### config.mk
export PLATFORM = sky130hd
export DESIGN_NAME = irq_pending
export DESIGN_NICKNAME = d
export VERILOG_FILES = /design/src/rtl/irq_pending.sv
export SDC_FILE = /design/constraint.sdc
export NUM_CORES = 1
export LEC_CHECK = 0
export BUFFER_PORTS_ARGS = -buffer_cell sky130_fd_sc_hd__buf_2
export CORE_ASPECT_RATIO = 0.6
export CORE_MARGIN = 3
export CORE_UTILIZATION = 45
export DETAILED_ROUTE_END_ITERATION = 16
export PLACE_DENSITY_LB_ADDON = 0.15
export SLEW_MARGIN = 20
export SYNTH_ARGS = -nofsm -noshare
export SYNTH_HDL_FRONTEND = slang
export SYNTH_SLANG_ARGS = --single-unit
### constraint.sdc
create_clock -name clk -period 2.9 [get_ports clk]
set_clock_uncertainty 0.05 [all_clocks]
set_input_delay 0.29 -clock clk [delete_from_list [all_inputs] [get_ports clk]]
set_output_delay 0.29 -clock clk [all_outputs]
set_load 0.01 [all_outputs]
### src/rtl/irq_pending.sv
// Interrupt capture stage: sticky pending bits with per-line mask gating,
// acknowledge-by-code clearing and per-line overrun flags.
module irq_pending #(
  parameter int EDGE_MODE = 1
) (
  input  logic       clk,
  input  logic       rst_n,
  input  logic [7:0] irq_in,
  input  logic       mask_we,
  input  logic [7:0] mask_wdata,
  input  logic       ack,
  input  logic [2:0] ack_code,
  output logic [7:0] req,
  output logic       irq,
  output logic [7:0] mask,
  output logic [7:0] overflow
);

  logic [7:0] irq_q;
  logic [7:0] pending_q;
  logic [7:0] mask_q;
  logic [7:0] overflow_q;

  logic [7:0] irq_d;
  logic [7:0] pending_d;
  logic [7:0] mask_d;
  logic [7:0] overflow_d;
  logic [7:0] set_s;
  logic [7:0] clr_s;

  // Next-state logic for capture, clear, overflow and mask
  always_comb begin
    irq_d      = irq_in;
    set_s      = 8'h00;
    clr_s      = 8'h00;
    pending_d  = pending_q;
    overflow_d = overflow_q;
    mask_d     = mask_q;

    if (EDGE_MODE != 0) begin
      set_s = irq_in & ~irq_q;
    end else begin
      set_s = irq_in;
    end

    for (int i = 0; i < 8; i++) begin
      if (ack && (ack_code == 3'(i))) begin
        clr_s[i] = 1'b1;
      end else begin
        clr_s[i] = 1'b0;
      end

      // A new request on a line still pending is an overrun; set beats clear.
      if (set_s[i] && pending_q[i] && !clr_s[i]) begin
        overflow_d[i] = 1'b1;
      end else if (clr_s[i] && !set_s[i]) begin
        overflow_d[i] = 1'b0;
      end else begin
        overflow_d[i] = overflow_q[i];
      end
    end

    pending_d = set_s | (pending_q & ~clr_s);

    if (mask_we) begin
      mask_d = mask_wdata;
    end else begin
      mask_d = mask_q;
    end
  end

  // State registers with synchronous active-low reset
  always_ff @(posedge clk) begin
    if (!rst_n) begin
      irq_q      <= 8'h00;
      pending_q  <= 8'h00;
      mask_q     <= 8'hFF;
      overflow_q <= 8'h00;
    end else begin
      irq_q      <= irq_d;
      pending_q  <= pending_d;
      mask_q     <= mask_d;
      overflow_q <= overflow_d;
    end
  end

  assign req      = pending_q & mask_q;
  assign irq      = |(pending_q & mask_q);
  assign mask     = mask_q;
  assign overflow = overflow_q;

endmodule

**After elaboration in Yosys (flattened, before gate mapping)**

Cells that the tools add are included.

- Eq/ne operators: 7
- Muxes and demuxes: 24
- Bitwise gates (word level): 6
- Reduce and logical (&&, ||, !) cells: 58

Operator list:

| kind | count |
|---|---|
| logical AND 1 bit | 32 |
| AND 8 bit | 3 |
| 2-to-1 mux 1 bit | 24 |
| logical NOT 1 bit | 16 |
| NOT 8 bit | 2 |
| nonzero test 2 bit | 8 |
| equality test 3 bit, second input constant | 4 |
| bitwise OR 8 bit | 1 |
| OR reduction 8 bit | 1 |
| equality test 3 x 2 -> 1 bit, second input constant | 2 |
| equality test 3 x 1 -> 1 bit, second input constant | 1 |
| logical NOT 3 bit | 1 |

- Register bits after elaboration: 32
- Output and inout bits: 25
- Word-level logic and storage cells: 106

**Depth between registers and ports, before layout**

Gate-level depths: netlist of run 1.

- Word-level depth: 6
- Depth in mapped cells: 4
- Mapped depth without buffers: 3

**Worst setup path before layout of run 1**

Ideal clock, no wire load.

- Kind: flip-flop to output port
- Start point: register mask_q[4], in the netlist mask[4]
- End point: output irq
- Arrival: 1.516 ns
- Data required time: 2.560 ns
- Slack: 1.044 ns
- Cell stages (with the launch flop): 4
- Path buffers: 0
- Path through: dfxtp_1 > and2_1 > or4_1 > or4_1

- Longest elaborated chain between the ends: 2

RTL lines:

| element | line | RTL |
|---|---|---|
| start: declaration | 21 | `logic [7:0] mask_q;` |
| start signal: assignment | 82 | `mask_q <= mask_d;` |
| AND 8 bit | -- |  |
| named net req[4] | 13 | `output logic [7:0] req,` |
| OR reduction 8 bit | 88 | `assign irq = \|(pending_q & mask_q);` |
| end: declaration | 14 | `output logic irq,` |

The timed path passes the listed nets, and every way through them passes these cells.

**Worst setup path after layout of run 1**

- Start point: register pending_q[4]
- End point: output irq

- Longest elaborated chain between the ends: 2

RTL lines:

| element | line | RTL |
|---|---|---|
| start: declaration | 20 | `logic [7:0] pending_q;` |
| start signal: assignment | 81 | `pending_q <= pending_d;` |
| AND 8 bit | 88 |  |
| OR reduction 8 bit | 88 |  |

No other way between the ends.

==> results of run 1 <==
[placed cells by master, fill, tap and decap left out]
cell type  count
nor2b_1       14
and2_4         1
buf_2         47
o31ai_1        2
dfxtp_1       32
nand4_1        1
o22ai_1        2
a21oi_1        6
nand4b_1       3
nand3_1        6
mux2i_1        8
o21ai_0        6
nand2_1       13
nor4_1         2
nand4bb_1      2
clkbuf_8       7
or4_1          2
nand2b_1       3
and2_1        15
or2_2          1
a21boi_0       8
[critical path, cell delays in order, from the launching register on]
cell	delay, ns
dfxtp_1	0.33
and2_1	0.17
or4_1	0.48
or4_1	0.48
buf_2	0.15
[registers in the layout, summed over array words and instances, names as in the netlist]
name,count
overflow,8
pending_q,8
mask,8
irq_q,8
[layout make-up]
cell class	count	area, um^2
fill	231	976
tap	32	40.0
multi-input combinational	95	604
sequential	32	641
clock buffer	7	96.3
timing repair buffer	47	235
[path summary, 6_finish.rpt]
| check | startpoint | end | slack [ns] | cells past startpoint |
|---|---|---|---|---|
| worst max-delay path | pending_q[4] | irq | 0.67 | 4 |
| worst min-delay path | irq_in[1] | irq_q[1] | 0.17 | 2 |
| worst max register to register | irq_q[5] | overflow[5] | 1.95 | 3 |
| worst min register to register | overflow[7] | overflow[7] | 0.43 | 2 |
[Yosys cell counts]
cell / number / share of area, %
nand4_1: 1 / 0.49
and2_1: 15 / 7.4
nand4bb_1: 2 / 1.8
clkbuf_1: 6 / 1.8
o22ai_1: 2 / 0.99
o31ai_1: 2 / 1.2
nand2_1: 13 / 3.9
mux2i_1: 8 / 6.3
nand2b_1: 3 / 1.5
a21boi_0: 8 / 4.7
dfxtp_1: 32 / 51
nand4b_1: 3 / 2.1
nand3_1: 6 / 2.4
a21oi_1: 6 / 2.4
o21ai_0: 6 / 2.4
or4_1: 2 / 1.2
and2_4: 1 / 0.69
nor2b_1: 14 / 6.9
nor4_1: 2 / 0.99
or2_2: 1 / 0.49
[report_power, final]
group	internal, uW	leakage (uW)	switching (uW)
logic	60.9	0.000405	64.6
registers	468	0.000265	15.0
clock network	211	0.0000503	150
[metrics by stage]
| stage | utilization (%) | power (uW) | hold slack [ns] |
|---|---|---|---|
| 2_1_floorplan | - | 564 | 0.362 |
| 3_3_place_gp | 58.6 | 614 | 0.410 |
| 3_5_place_dp | 58.6 | 619 | 0.432 |
| 4_1_cts | 62.4 | 978 | 0.170 |
| 5_1_grt | 62.4 | 1020 | 0.169 |
| 6_report | 62.4 | 969 | 0.174 |
[layer usage]
layer  vias to the layer above  wire length, um  GRT usage, %
li1                        555                -             -
met1                       477             1350          21.5
met2                        26             1180          24.6
met3                         7              168          6.62
met4                         0               42          7.45
met5                         -                0             0
[cells by family (layout without fill, tap and decap cells)]
logic type             count (synthesis)  in the layout
AND/OR/NAND/NOR                       63             63
multiplexers                           8              8
buffers and inverters                  6             54
flip-flops                            32             32
AO/OA/AOI/OAI                         24             24
==> results.sh, run 1 <==
export IMPL_status="finished clean"
export IMPL_initial_utilization_pct=48.9
export IMPL_row_count=14
export IMPL_place_area_mm2=0.00152
export IMPL_final_nets=204
export IMPL_powerDensity_mw_per_mm2=599
export IMPL_rsz0062_at_grt="false"
export IMPL_peakVddDrop_v=0.000307
export IMPL_maxSlewViolCount=0
export IMPL_grt_pass1_vias=964
export IMPL_cts_resized_gates=0
export IMPL_grt_max_degree=35
export IMPL_antenna_cells=0
export IMPL_holdCritPathClass="in -> reg"
export IMPL_synthSimpleGateAreaFrac_pct=29.7
export IMPL_synth_warning_count=0
export IMPL_final_setup_viol_count=0
export IMPL_clk_latency_ns=0.28
export IMPL_period_minus_slack_ns=2.23
export IMPL_synth_compound_area_share_pct=11.6
export IMPL_hpwl_mm=2.10
export IMPL_antenna_found_initial=0
export IMPL_synth_xor_area_share_pct=0
export IMPL_p_leak_uw=0.000721
export IMPL_cts_root_buf="clkbuf_8"
export IMPL_arrival_ns=1.89
export IMPL_synthAdderAreaFrac_pct=0
export IMPL_route_detailed_wl_per_inst_um=12.9
export IMPL_die_height_um=47.1
export IMPL_drive_gt1_share_pct=30.9
export IMPL_ys_seq_area_share_pct=50.5
export IMPL_ctsHoldBuffers=0
export IMPL_syn_area_mm2=0.00127
export IMPL_yosysUniqueCellTypes=20
export IMPL_cts_tree="yes"
export IMPL_syn_to_final_growth_pct=27.5
export IMPL_clock_sinks=32
export IMPL_cts_inserted_buffers=5
export IMPL_die_w_um=74.5
export IMPL_htreeDepth=2
export IMPL_dpl_worst_slack_ns=0.974
export IMPL_grt_util_all_layers_pct=16.6
export IMPL_synthCells=133
export IMPL_dr_total_vias=1065
export IMPL_drt_pass1_iter_count=4
export IMPL_cts_path_max_buffers=2
export IMPL_syn_num_nets=156
export IMPL_finalInstanceArea_mm2=0.00162
export IMPL_dieArea_mm2=0.00351
export IMPL_finalWorstSetupSlack_ns=0.675
export IMPL_drt_initial_drc_count=42
export IMPL_clk_pin_slew_worst_paths_ns=0.06
export IMPL_max_clock_freq_mhz=449
export IMPL_grt_pass1_wl_mm=4.22
export IMPL_syn_area_per_cell_um2=9.53
export IMPL_crit_path_start_kind="flop"
export IMPL_core_area_mm2=0.00259
export IMPL_viasPerCell=5.00
export IMPL_yosys_register_bits=32
export IMPL_cts_setup_buffers=0
export IMPL_ant_nets=0
export IMPL_dp_cells=206
export IMPL_port_buffers=47
export IMPL_synthMuxAreaShare_pct=6.32
export IMPL_tns_ns=0
export IMPL_timing_worst_setup_path_type="reg -> out"
export IMPL_synth_top_family_by_area="simple AND/OR/NAND/NOR gates"
export IMPL_grt_overflow=0
export IMPL_ios=48
export IMPL_worstPathRequired_ns=2.56
export IMPL_drcViolationCount=0
export IMPL_gp_congestion=0.714
export IMPL_final_cells=213
export IMPL_crit_fanout=3
export IMPL_finalHoldViolCount=0
export IMPL_maxCapViolations=0
export IMPL_fin_crit_sh_pct=76.7
export IMPL_tightest_slew_ns=0.478
export IMPL_slew_limit_headroom_pct=68.1
export IMPL_routed_wl_mm=2.74
export IMPL_worstSetupEndpointType="output pin"
(Power assumes the default switching activity.)
==> inputs of run 2 (changes only) <==
==> constraint.sdc (replaced) <==
create_clock -name clk -period 2.1 [get_ports clk]
set_clock_uncertainty 0.05 [all_clocks]
set_input_delay 0.21 -clock clk [delete_from_list [all_inputs] [get_ports clk]]
set_output_delay 0.21 -clock clk [all_outputs]
set_load 0.01 [all_outputs]
==> results.sh, run 2 (synthesized netlist as in run 1, its figures left out) <==
export IMPL_clk_latency_ns=0.28
export IMPL_r2r_start="irq_q[5]"
export IMPL_worstHoldStart="irq_in[1]"
export IMPL_peakVddDrop_v=0.000428
export IMPL_drt_pass1_iter_count=4
export IMPL_cpPeakStageDelay_ns=0.51
export IMPL_drcViolationCount=0
export IMPL_cts_root_buf="clkbuf_8"
export IMPL_grt_util_all_layers_pct=16.6
export IMPL_die_height_um=47.1
export IMPL_crit_fanout=3
export IMPL_initial_utilization_pct=48.9
export IMPL_die_w_um=74.5
export IMPL_cts_tree="yes"
export IMPL_period_minus_slack_ns=2.09
export IMPL_grt_pass1_wl_mm=4.22
export IMPL_grt_pass1_vias=964
export IMPL_hpwl_mm=2.10
export IMPL_route_detailed_wl_per_inst_um=13.3
export IMPL_final_setup_viol_count=0
export IMPL_path_cells="and2_4 -> or4_4 -> or4_1 -> buf_2"
export IMPL_switchingPower_uw=321
export IMPL_cts_path_max_buffers=2
export IMPL_grt_overflow=0
export IMPL_clock_sinks=32
export IMPL_pwr_share_clk_pct=37.2
export IMPL_place_area_mm2=0.00152
export IMPL_port_buffers=47
export IMPL_dr_total_vias=1074
export IMPL_cts_inserted_buffers=5
export IMPL_power_frac_seq_pct=49.6
export IMPL_drt_initial_drc_count=44
export IMPL_final_nets=204
export IMPL_status="finished clean"
export IMPL_p_int_uw=1030
export IMPL_clk_pin_slew_worst_paths_ns=0.06
export IMPL_netSwitchingFraction_pct=23.8
export IMPL_worstPathRequired_ns=1.84
export IMPL_antenna_found_initial=0
export IMPL_maxCapViolations=0
export IMPL_maxSlewViolCount=0
export IMPL_whs_ns=0.0915
export IMPL_tns_ns=0
export IMPL_final_common_cell="buf_2"
export IMPL_viasPerCell=5.04
export IMPL_tightest_slew_ns=0.474
export IMPL_cts_setup_buffers=0
export IMPL_finalHoldViolCount=0
export IMPL_slew_limit_headroom_pct=68.4
export IMPL_rsz0062_at_grt="true"
export IMPL_max_clock_freq_mhz=478
export IMPL_timing_worst_setup_path_type="reg -> out"
export IMPL_antenna_cells=0
export IMPL_grt_max_degree=35
export IMPL_drive_gt1_share_pct=33.1
export IMPL_worstSetupEndpointType="output pin"
export IMPL_p_leak_uw=0.000724
export IMPL_finalInstanceArea_mm2=0.00163
export IMPL_crit_buf_inv=1
export IMPL_dieArea_mm2=0.00351
export IMPL_routed_wl_mm=2.84
export IMPL_ant_nets=0
export IMPL_ios=48
export IMPL_crit_family="simple AND/OR/NAND/NOR gates"
export IMPL_startpoint="pending_q[7]"
export IMPL_arrival_ns=1.83
export IMPL_htreeDepth=2
export IMPL_powerDensity_mw_per_mm2=828
export IMPL_crit_path_start_kind="flop"
export IMPL_gp_congestion=0.714
export IMPL_holdCritPathClass="in -> reg"
export IMPL_syn_to_final_growth_pct=28.2
export IMPL_row_count=14
export IMPL_crit_slowest_cell="or4_4"
export IMPL_combPwrFrac_pct=13.2
export IMPL_fin_crit_sh_pct=99.7
export IMPL_core_area_mm2=0.00259
export IMPL_layout_common_cells="buf_2 (47), dfxtp_1 (30), and2_1 (14), nor2b_1 (14), nand2_1 (13)"
-- run 2: cell counts in the layout (fill, tap and decap cells not counted) --
No cell type changed its count.
-- run 2: worst paths after layout --
| kind | slack (ns) | to | depth (start not counted) |
|---|---|---|---|
| min reg2reg | 0.44 | overflow[7] | 2 |
| max | 0.007 | irq | 4 |
| max reg2reg | 1.15 | overflow[5] | 3 |
| min | 0.09 | irq_q[1] | 2 |
-- run 2: per-stage QoR --
step                setup slack [ns]  utilization, %  total power, uW  cells
floorplan                      0.324               -              779    133
global placement               0.273            58.6              848    206
detailed placement             0.254            58.6              854    206
CTS                           0.0221            62.4             1350    213
global route                 -0.0375            62.7             1410    213
finish                       0.00660            62.7             1350    213
-- run 2: worst register-to-register path: stages (launching register included) --
cell      delay [ns]
dfxtp_1         0.30
nor2b_1         0.20
nand3_1         0.12
a21boi_0        0.20
-- run 2: repair_timing --
| action | 4_1_cts | 5_1_grt |
|---|---|---|
| gates resized for setup | 0 | 4 |
| cloned | 0 | 0 |
| endpoints found under the hold margin | 0 | 0 |
| setup endpoints to repair | 1 | 1 |
| hold buffers | 0 | 0 |
| pin swaps | 1 | 0 |
-- run 2: power groups by stage --
| stage | registers (uW) | clock network, uW | logic, uW |
|---|---|---|---|
| global placement | 677 | 0 | 171 |
| finish | 668 | 500 | 178 |
| detailed placement | 680 | 0 | 174 |
| floorplan | 683 | 0 | 96.0 |
| global route | 672 | 539 | 199 |
| CTS | 667 | 509 | 175 |
-- run 2: layout make-up --
class                      instances  area (um^2)
timing repair buffer              47          235
tap                               32         40.0
sequential                        32          643
clock buffer                       7         96.3
fill                             232          967
multi-input combinational         95          611
-- run 2: per-layer routing --
metal  share of wire [%]  track usage [%]
met1                  48             21.5
met2                  44             24.6
met3                 5.9             6.62
met4                 1.4             7.45
met5                   0                0
==> inputs of run 3 (changes only) <==
--- a/config.mk
+++ b/config.mk
@@ -5,6 +5,7 @@
 export SDC_FILE = /design/constraint.sdc
 export NUM_CORES = 1
 export LEC_CHECK = 0
+export ABC_AREA = 1
 export BUFFER_PORTS_ARGS = -buffer_cell sky130_fd_sc_hd__buf_2
 export CORE_ASPECT_RATIO = 0.6
 export CORE_MARGIN = 3
==> results.sh, run 3 <==
export IMPL_status="finished clean"
export IMPL_synth_top_area_cell="dfxtp_1"
export IMPL_grt_max_degree=20
export IMPL_peakVddDrop_v=0.000466
export IMPL_timing_worst_setup_path_type="reg -> out"
export IMPL_min_to="irq_q[1]"
export IMPL_finalHoldViolCount=0
export IMPL_die_height_um=48.0
export IMPL_clk_latency_ns=0.28
export IMPL_gp_congestion=0.831
export IMPL_worstSetupEndpointType="output pin"
export IMPL_yosysMostFrequentCell="nand2_1"
export IMPL_worstPathRequired_ns=1.84
export IMPL_synth_top_area_share_pct=48.5
export IMPL_syn_num_nets=219
export IMPL_holdCritPathClass="in -> reg"
export IMPL_antenna_found_initial=0
export IMPL_cts_path_max_buffers=2
export IMPL_synthCells=196
export IMPL_clock_sinks=32
export IMPL_clk_pin_slew_worst_paths_ns=0.06
export IMPL_synth_warning_count=0
export IMPL_maxSlewViolCount=0
export IMPL_fillers=268
export IMPL_p_leak_uw=0.00100
export IMPL_ctsHoldBuffers=0
export IMPL_hpwl_mm=2.25
export IMPL_rsz0062_at_grt="false"
export IMPL_layout_common_cells="nand2_1 (66), buf_2 (47), inv_1 (46)"
export IMPL_crit_slowest_cell="dfxtp_1"
export IMPL_r2r_slack_ns=1.28
export IMPL_htreeDepth=2
export IMPL_tns_ns=0
export IMPL_cts_inserted_buffers=5
export IMPL_tightest_slew_ns=0.261
export IMPL_dieArea_mm2=0.00364
export IMPL_row_count=14
export IMPL_synth_edf_count=0
export IMPL_rr_endpoint="pending_q[4]"
export IMPL_arrival_ns=1.23
export IMPL_cts_tree="yes"
export IMPL_cts_setup_buffers=0
export IMPL_ant_nets=0
export IMPL_crit_buf_inv=1
export IMPL_synth_async_reset_ratio_pct=0
export IMPL_viasPerCell=4.37
export IMPL_worstHoldStart="irq_in[1]"
export IMPL_yosysUniqueCellTypes=14
export IMPL_min_path_cells=3
export IMPL_synthFlopType="dfxtp_1"
export IMPL_final_nets=270
export IMPL_syn_to_final_growth_pct=25.9
export IMPL_cts_resized_gates=0
export IMPL_synth_area_leaders="dfxtp_1 (49%), nand2_1 (19%), inv_1 (13%), a21oi_1 (6.1%), nor2_1 (4.8%)"
export IMPL_port_buffers=47
export IMPL_max_clock_freq_mhz=671
export IMPL_crit_path_start_kind="flop"
export IMPL_final_common_cell="nand2_1"
export IMPL_cpPeakStageDelay_ns=0.33
export IMPL_grt_overflow=0
export IMPL_r2r_start="irq_q[4]"
export IMPL_r2r_worst_path_cells=3
export IMPL_yosys_register_bits=32
export IMPL_final_setup_viol_count=0
export IMPL_ios=48
export IMPL_die_w_um=75.9
export IMPL_maxCapViolations=0
export IMPL_drcViolationCount=0
export IMPL_seqCellArea_um2=641
export IMPL_core_area_mm2=0.00265
export IMPL_cts_root_buf="clkbuf_8"
export IMPL_fin_crit_sh_pct=71.0
export IMPL_initial_utilization_pct=49.9
export IMPL_syn_area_mm2=0.00132
export IMPL_multiInputGateArea_um2=474
export IMPL_route_detailed_wl_per_inst_um=9.86
export IMPL_crit_fanout=2
export IMPL_slew_limit_headroom_pct=82.6
export IMPL_routed_wl_mm=2.83
export IMPL_syn_area_per_cell_um2=6.73
export IMPL_drt_pass1_iter_count=4
export IMPL_period_minus_slack_ns=1.49
export IMPL_place_area_mm2=0.00158
export IMPL_synth_top_cells_by_count="nand2_1 (66), inv_1 (46), dfxtp_1 (32)"
export IMPL_ys_seq_area_share_pct=48.5
export IMPL_powerDensity_mw_per_mm2=775
export IMPL_antenna_cells=0
export IMPL_grt_util_all_layers_pct=16.5
export IMPL_path_cells="nand2_1 -> nand4_1 -> or2_2 -> buf_2"
export IMPL_grt_pass1_wl_mm=4.48
export IMPL_finalInstanceArea_mm2=0.00166
export IMPL_grt_pass1_vias=1022
export IMPL_drive_gt1_share_pct=23.9
export IMPL_crit_family="simple AND/OR/NAND/NOR gates"
export IMPL_dr_total_vias=1253
export IMPL_drt_initial_drc_count=42
run 3: cell count changes after synthesis, moves of 8 or more:
cell	previous run	this run
nor2_1	0	17
a21boi_0	8	0
nand2_1	13	66
mux2i_1	8	0
and2_1	15	0
a21oi_1	6	16
nor2b_1	14	0
inv_1	0	46
run 3: logic make-up after synthesis:
group | Yosys count | share of synthesized area [%]
simple gates | 97 | 29.9
flops | 32 | 48.5
buf+inv | 51 | 15.5
compound gates | 16 | 6.07
run 3: area by class of cell:
type                       count  area share, %
clock buffer                   6           4.37
multi-input combinational    113           28.5
tap                           40           3.01
clock inverter                 1          0.301
timing repair buffer          48           14.6
inverter                      47           10.6
sequential                    32           38.6
run 3: how the worst max path moves through the flow:
| stage | cells past startpoint | slack (ns) | from | to |
|---|---|---|---|---|
| final | 4 | 0.61 | pending_q[4] | irq |
| after global routing | 4 | 0.56 | mask[1] | irq |
| after CTS | 4 | 0.60 | pending_q[4] | irq |
| after detailed placement | 4 | 0.92 | pending_q[4] | irq |
| after global placement | 4 | 0.93 | pending_q[4] | irq |
| after floorplan | 3 | 1.04 | mask[2] | irq |
run 3: power breakdown:
group          internal, uW  switching (uW)
combinational          77.8             110
clock                   225             210
sequential              645            20.4
total                   948             340
run 3: routing by layer:
| metal | track usage (%) | share of wire [%] | vias to the layer above |
|---|---|---|---|
| met4 | 7.58 | 1.5 | 0 |
| met1 | 21.8 | 52 | 533 |
| met3 | 6.20 | 5.9 | 8 |
| met2 | 24.5 | 41 | 35 |
| li1 | - | - | 677 |
| met5 | 0 | 0 | - |
run 3: worst register-to-register path: cells and delay by family (launching register included):
family	cells	cell delay (ns)
buffers and inverters	1	0.06
flip-flops	1	0.30
AND/OR/NAND/NOR	1	0.15
AO/OA/AOI/OAI	1	0.19
run 3: metrics by stage:
| stage | setup WS [ns] | hold slack [ns] | util (%) | total power (uW) | std cells |
|---|---|---|---|---|---|
| 2_1_floorplan | 1.04 | 0.253 | - | 793 | 196 |
| 6_report | 0.609 | 0.0652 | 62.8 | 1290 | 287 |
| 4_1_cts | 0.601 | 0.0617 | 62.8 | 1300 | 287 |
| 3_5_place_dp | 0.916 | 0.356 | 59.9 | 868 | 280 |
| 3_3_place_gp | 0.935 | 0.354 | 59.9 | 866 | 280 |
| 5_1_grt | 0.556 | 0.0758 | 62.8 | 1360 | 287 |
